[src/rtl/cla_pkg.sv]
// cla_pkg: shared types and constants for the cacheline adaptor.
//   cla_state_t     - adaptor FSM states (IDLE, RD_BURST, WR_BURST, DONE)
//   CLA_BEATS       - memory beats per cacheline
//   CLA_OFFSET_BITS - byte-offset bits inside one 32-byte cacheline
package cla_pkg;

  typedef enum logic [1:0] {
    IDLE     = 2'd0,
    RD_BURST = 2'd1,
    WR_BURST = 2'd2,
    DONE     = 2'd3
  } cla_state_t;

  localparam int CLA_BEATS       = 4;
  localparam int CLA_OFFSET_BITS = 5;

endpackage

[src/rtl/cacheline_adaptor_if.sv]
// cacheline_adaptor_if: bundles the cache-side line port and the memory-side
// burst port of the cacheline adaptor.
//   cache side : line_i, address_i, read_i, write_i -> adaptor; line_o, resp_o <- adaptor
//   memory side: burst_i, resp_i -> adaptor; burst_o, address_o, read_o, write_o <- adaptor
// Modports:
//   slave  - the adaptor's view (responder to the cache, master to memory)
//   master - the environment's view (cache plus memory model)
interface cacheline_adaptor_if #(
  parameter int LINE_W  = 256,
  parameter int BURST_W = 64,
  parameter int ADDR_W  = 32
);

  logic [LINE_W-1:0]  line_i;
  logic [LINE_W-1:0]  line_o;
  logic [ADDR_W-1:0]  address_i;
  logic               read_i;
  logic               write_i;
  logic               resp_o;
  logic [BURST_W-1:0] burst_i;
  logic [BURST_W-1:0] burst_o;
  logic [ADDR_W-1:0]  address_o;
  logic               read_o;
  logic               write_o;
  logic               resp_i;

  modport slave (
    input  line_i, address_i, read_i, write_i, burst_i, resp_i,
    output line_o, resp_o, burst_o, address_o, read_o, write_o
  );

  modport master (
    output line_i, address_i, read_i, write_i, burst_i, resp_i,
    input  line_o, resp_o, burst_o, address_o, read_o, write_o
  );

endinterface

[src/rtl/cacheline_adaptor.sv]
// cacheline_adaptor: converts whole-line cache read/write requests into
// 4-beat, 64-bit memory bursts with a per-beat resp_i handshake.
// Ports:
//   clk - single clock, all logic on posedge
//   rst - synchronous active-low reset
//   bus - cacheline_adaptor_if.slave (cache line port + memory burst port)
// Configuration macro:
//   CACHELINE_ADAPTOR_ALIGN_EN - when defined, address_o has its line-offset
//   bits [4:0] cleared so every burst starts on the line boundary.
module cacheline_adaptor
  import cla_pkg::*;
#(
  parameter int LINE_W  = 256,
  parameter int BURST_W = 64,
  parameter int ADDR_W  = 32
) (
  input logic               clk,
  input logic               rst,
  cacheline_adaptor_if.slave bus
);

  localparam logic [1:0] S_IDLE     = IDLE;
  localparam logic [1:0] S_RD_BURST = RD_BURST;
  localparam logic [1:0] S_WR_BURST = WR_BURST;
  localparam logic [1:0] S_DONE     = DONE;
  localparam logic [1:0] LAST_BEAT  = 2'(CLA_BEATS - 1);

  logic [1:0]        state_r;
  logic [1:0]        cnt_r;
  logic [LINE_W-1:0] buf_r;
  logic [ADDR_W-1:0] addr_r;
  logic [ADDR_W-1:0] addr_out_s;
  logic              rd_s;
  logic              wr_s;

  // FSM, beat counter, line buffer and address register
  always_ff @(posedge clk) begin
    if (!rst) begin
      state_r <= S_IDLE;
      cnt_r   <= 2'd0;
      buf_r   <= '0;
      addr_r  <= '0;
    end else begin
      case (state_r)
        S_IDLE: begin
          // write has priority; a concurrently held read is picked up on
          // the next pass through IDLE
          if (bus.write_i) begin
            buf_r   <= bus.line_i;
            addr_r  <= bus.address_i;
            cnt_r   <= 2'd0;
            state_r <= S_WR_BURST;
          end else if (bus.read_i) begin
            addr_r  <= bus.address_i;
            cnt_r   <= 2'd0;
            state_r <= S_RD_BURST;
          end else begin
            state_r <= S_IDLE;
          end
        end
        S_RD_BURST: begin
          if (bus.resp_i) begin
            buf_r[cnt_r*BURST_W +: BURST_W] <= bus.burst_i;
            cnt_r <= cnt_r + 2'd1;
            if (cnt_r == LAST_BEAT) begin
              state_r <= S_DONE;
            end else begin
              state_r <= S_RD_BURST;
            end
          end else begin
            state_r <= S_RD_BURST;
          end
        end
        S_WR_BURST: begin
          if (bus.resp_i) begin
            cnt_r <= cnt_r + 2'd1;
            if (cnt_r == LAST_BEAT) begin
              state_r <= S_DONE;
            end else begin
              state_r <= S_WR_BURST;
            end
          end else begin
            state_r <= S_WR_BURST;
          end
        end
        S_DONE: begin
          state_r <= S_IDLE;
        end
        default: begin
          state_r <= S_IDLE;
        end
      endcase
    end
  end

  assign rd_s = (state_r == S_RD_BURST);
  assign wr_s = (state_r == S_WR_BURST);

`ifdef CACHELINE_ADAPTOR_ALIGN_EN
  assign addr_out_s = {addr_r[ADDR_W-1:CLA_OFFSET_BITS], {CLA_OFFSET_BITS{1'b0}}};
`else
  assign addr_out_s = addr_r;
`endif

  // All outputs are decoded straight from registers, no input paths.
  assign bus.read_o    = rd_s;
  assign bus.write_o   = wr_s;
  assign bus.resp_o    = (state_r == S_DONE);
  assign bus.line_o    = buf_r;
  assign bus.address_o = (rd_s || wr_s) ? addr_out_s : '0;
  // the counter only advances on resp_i, so the current beat holds across gaps
  assign bus.burst_o   = wr_s ? buf_r[cnt_r*BURST_W +: BURST_W] : '0;

endmodule

[src/flat_wrapper.sv]
// flat-port wrapper written by rule: the top's interface ports become plain ports
module cacheline_adaptor_flat import cla_pkg::*;
#(
  parameter int LINE_W  = 256,
  parameter int BURST_W = 64,
  parameter int ADDR_W  = 32
)
  (clk, rst, bus_line_i, bus_address_i, bus_read_i, bus_write_i, bus_burst_i, bus_resp_i, bus_line_o, bus_resp_o, bus_burst_o, bus_address_o, bus_read_o, bus_write_o);
  cacheline_adaptor_if #(.LINE_W(LINE_W), .BURST_W(BURST_W), .ADDR_W(ADDR_W)) bus_i ();
  input logic clk;
  input logic rst;
  input wire logic [$bits(bus_i.line_i)-1:0] bus_line_i;
  input wire logic [$bits(bus_i.address_i)-1:0] bus_address_i;
  input wire logic [$bits(bus_i.read_i)-1:0] bus_read_i;
  input wire logic [$bits(bus_i.write_i)-1:0] bus_write_i;
  input wire logic [$bits(bus_i.burst_i)-1:0] bus_burst_i;
  input wire logic [$bits(bus_i.resp_i)-1:0] bus_resp_i;
  output wire logic [$bits(bus_i.line_o)-1:0] bus_line_o;
  output wire logic [$bits(bus_i.resp_o)-1:0] bus_resp_o;
  output wire logic [$bits(bus_i.burst_o)-1:0] bus_burst_o;
  output wire logic [$bits(bus_i.address_o)-1:0] bus_address_o;
  output wire logic [$bits(bus_i.read_o)-1:0] bus_read_o;
  output wire logic [$bits(bus_i.write_o)-1:0] bus_write_o;
  assign bus_i.line_i = bus_line_i;
  assign bus_i.address_i = bus_address_i;
  assign bus_i.read_i = bus_read_i;
  assign bus_i.write_i = bus_write_i;
  assign bus_i.burst_i = bus_burst_i;
  assign bus_i.resp_i = bus_resp_i;
  assign bus_line_o = bus_i.line_o;
  assign bus_resp_o = bus_i.resp_o;
  assign bus_burst_o = bus_i.burst_o;
  assign bus_address_o = bus_i.address_o;
  assign bus_read_o = bus_i.read_o;
  assign bus_write_o = bus_i.write_o;
  cacheline_adaptor #(.LINE_W(LINE_W), .BURST_W(BURST_W), .ADDR_W(ADDR_W)) u_core (.clk(clk), .rst(rst), .bus(bus_i));
endmodule
[config.mk]
export PLATFORM = sky130hd
export DESIGN_NAME = cacheline_adaptor_flat
export DESIGN_NICKNAME = d
export VERILOG_FILES = /design/src/rtl/cla_pkg.sv /design/src/rtl/cacheline_adaptor_if.sv /design/src/rtl/cacheline_adaptor.sv /design/src/flat_wrapper.sv
export SDC_FILE = /design/constraint.sdc
export NUM_CORES = 1
export LEC_CHECK = 0
export ABC_CLOCK_PERIOD_IN_PS = 6180
export CORE_AREA = 2 2 279 281
export CTS_BUF_LIST = sky130_fd_sc_hd__clkbuf_16
export CTS_CLUSTER_DIAMETER = 120
export DETAILED_ROUTE_END_ITERATION = 8
export DIE_AREA = 0 0 281 283
export HOLD_SLACK_MARGIN = 0.08
export PLACE_DENSITY_LB_ADDON = 0.08
export SYNTH_ARGS = -nofsm -noshare
export SYNTH_HDL_FRONTEND = slang
export SYNTH_SLANG_ARGS = --single-unit
[constraint.sdc]
create_clock -name clk -period 6.18 [get_ports clk]
set_input_delay 1.236 -clock clk [delete_from_list [all_inputs] [get_ports clk]]
set_output_delay 1.236 -clock clk [all_outputs]
set_load 0.1 [all_outputs]
==> flow_summary.json <==
{
  "outcome": "completed",
  "fillCellCount": 7845,
  "finalPower_w": 0.01253,
  "grt_start_max_net_pins": 105,
  "htreeDepth": 2,
  "viasPerCell": 5.230,
  "synth-edff-count": 0,
  "arrival_ns": 3.69,
  "clock_latency_ns": 0.56,
  "yosysWarnings": 0,
  "gp_congestion": 0.8195,
  "wire_per_inst_um": 28.32,
  "synthArstFlopShare": 0,
  "hold_viol": 0,
  "final_common_cell": "clkdlybuf4s50_1",
  "ys_types": 34,
  "finalCritPeriodShare": 0.7973,
  "grt_pass1_vias": 18806,
  "die_x_um": 281,
  "p_leak_nw": 8.901,
  "synth_nets": 2227,
  "cp.buffers_inverters": 2,
  "avgSynthCellArea_sq_um": 9.562,
  "path_cells": "buf_4 > mux4_2 > and2_1 > clkdlybuf4s50_1",
  "dp_hpwl_mm": 64.95,
  "cts_resized": 0,
  "vias": 18337,
  "whs_ns": 0.4473,
  "drive_gt1_frac": 0.1464,
  "numCtsBuffers": 40,
  "wl_mm": 99.29,
  "rsz0062_at_grt": "false",
  "root_buffer": "clkbuf_16",
  "hold_depth": 2,
  "powerDensity_nw_per_um2": 471.8,
  "min_period_ns": 4.927,
  "start_util": 0.2319,
  "drc": 0,
  "finalNonFillerCells": 3506,
  "final_antenna_net_count": 0,
  "reg2reg_slack_ns": 2.13,
  "die_area_sq_um": 79520,
  "maxCapViolations": 0,
  "clock_path_buffers": 3,
  "final_max_slew_viol_count": 0,
  "grt_pass1_wl_mm": 141.7,
  "core_sq_um": 76700,
  "fin_nets": 2771,
  "synth_cells": 1860,
  "crit_cells": 4,
  "critPathTopFamily": "buffers and inverters",
  "placedCellCount": 3402,
  "tritoncts": "built",
  "syn_area_sq_um": 17790,
  "ctsHoldBuffers": 0,
  "min_from": "u_core.addr_out_s[11]",
  "regArea_sq_um": 5853,
  "dr.pass1.iters": 5,
  "grt_overflow": 0,
  "antenna_found_initial": 51,
  "worst-setup-path-type": "reg2out",
  "yosys_register_bits": 292,
  "max_stage_delay_ns": 0.97,
  "hp-class": "reg2reg",
  "grt_usage": 0.2405,
  "skew_ns": 0.01291,
  "ys_seq_area_frac": 0.3287,
  "rr_startpoint": "u_core.cnt_r[0]",
  "rr_endpoint": "u_core.bus.line_o[57]",
  "setup_viol": 0,
  "tightest_slew_ns": 1.179,
  "cts_sinks": 292,
  "multi_input_area_sq_um": 10780,
  "vdd_ir_drop_max_v": 0.0002747,
  "cp_slowest_cell": "clkdlybuf4s50_1",
  "r2r_cells": 7,
  "slew_headroom": 0.2143,
  "end_kind": "output pin",
  "clk_pin_slew_ns": 0.06,
  "area_growth_pct": 49.31,
  "required_ns": 4.94,
  "postCtsSetupBuffers": 0,
  "pin_count": 712,
  "drt_iter0_markers": 1157,
  "hold_path_end": "u_core.addr_out_s[11]",
  "placementRows": 102,
  "final_cell_mix": "clkdlybuf4s50_1, dfxtp_1, nand2b_1, a21oi_1, nand3_1",
  "die_y_um": 283,
  "io_buffers": 711,
  "synth_ff_type": "dfxtp_1",
  "fmax_mhz": 203.0,
  "crit_path_max_fanout": 33,
  "fin_tns_setup_ns": 0,
  "cp-start-kind": "flip-flop"
}
through the flow:
| stage | area [sq um] | worst slack, ns | utilization |
|---|---|---|---|
| final | 26560 | 1.253 | 0.3462 |
| after global routing | 26550 | 1.008 | 0.3461 |
| after CTS | 26470 | 1.129 | 0.3451 |
| after detailed placement | 25330 | 1.738 | 0.3302 |
| after global placement | 25330 | 1.766 | 0.3302 |
| after floorplan | 17790 | 2.448 | - |
Yosys cell counts (5+ instances only):
library cell | number | area, sq um
a311oi_2 | 180 | 2703
nor2b_1 | 5 | 31.28
buf_2 | 77 | 385.4
nand2b_1 | 258 | 1614
and3_1 | 59 | 369.1
clkbuf_1 | 117 | 439.2
nand2_1 | 65 | 244.0
ha_1 | 10 | 125.1
nand4_1 | 64 | 400.4
buf_4 | 8 | 60.06
buf_6 | 33 | 371.6
o221a_1 | 55 | 619.3
nand3_1 | 192 | 960.9
mux4_2 | 64 | 1441
a311oi_1 | 19 | 166.4
a21oi_1 | 231 | 1156
buf_1 | 5 | 18.77
and2_1 | 101 | 631.9
dfxtp_1 | 292 | 5846
area by class of cell:
class	count	area share
multi-input combinational	1323	0.4058
sequential	292	0.2204
clock buffer	41	0.03863
antenna	35	0.003298
inverter	5	0.0009894
timing repair buffer	742	0.2774
clock inverter	28	0.004429
tap	1040	0.04900
report_power, final:
group	leakage [nW]	switching, W	internal (W)	total (W)
Combinational	5.88	0.00547	0.00203	0.00750
Clock	0.607	0.000947	0.00119	0.00214
Sequential	2.42	0.000556	0.00233	0.00289
Total	8.90	0.00698	0.00555	0.0125
logic make-up after synthesis:
group | share of synthesized area
and+or+nand+nor | 0.2418
AOI/OAI and AO/OA | 0.2679
DFF | 0.3287
buffers and inverters | 0.07274
muxes | 0.08188
adders and majority gates | 0.007035
metal layers:
layer / up-vias / part of all wire / GRT usage
met5: - / 0.0019 / 0
met2: 678 / 0.49 / 0.3975
li1: 8160 / - / -
met1: 9313 / 0.41 / 0.2975
met3: 156 / 0.064 / 0.05780
met4: 30 / 0.028 / 0.1004
worst reg2reg max path, cell delays in order, from the launching register on:
cell and delay, ns:
dfxtp_4 0.85, buf_4 0.56, inv_1 0.24, ha_4 0.32, and4bb_4 0.94, buf_4 0.55
nand3_1 0.18, a311oi_2 0.31
worst max path at each step:
stage,start,endpoint,slack (ns)
final,u_core.cnt_r[0],bus_burst_o[9],1.25
after CTS,u_core.cnt_r[0],bus_burst_o[5],1.13
after global routing,u_core.cnt_r[0],bus_burst_o[6],1.01
after floorplan,u_core.state_r[0],bus_burst_o[13],2.45
after global placement,u_core.cnt_r[0],bus_burst_o[5],1.77
after detailed placement,u_core.cnt_r[0],bus_burst_o[5],1.74
registers in the layout (all words and copies together), names as in the netlist:
| signal | count |
|---|---|
| u_core.bus.line_o | 256 |
| u_core.state_r | 2 |
| u_core.addr_out_s | 32 |
| u_core.cnt_r | 2 |
No activity file was read; power rests on OpenSTA's default activity.
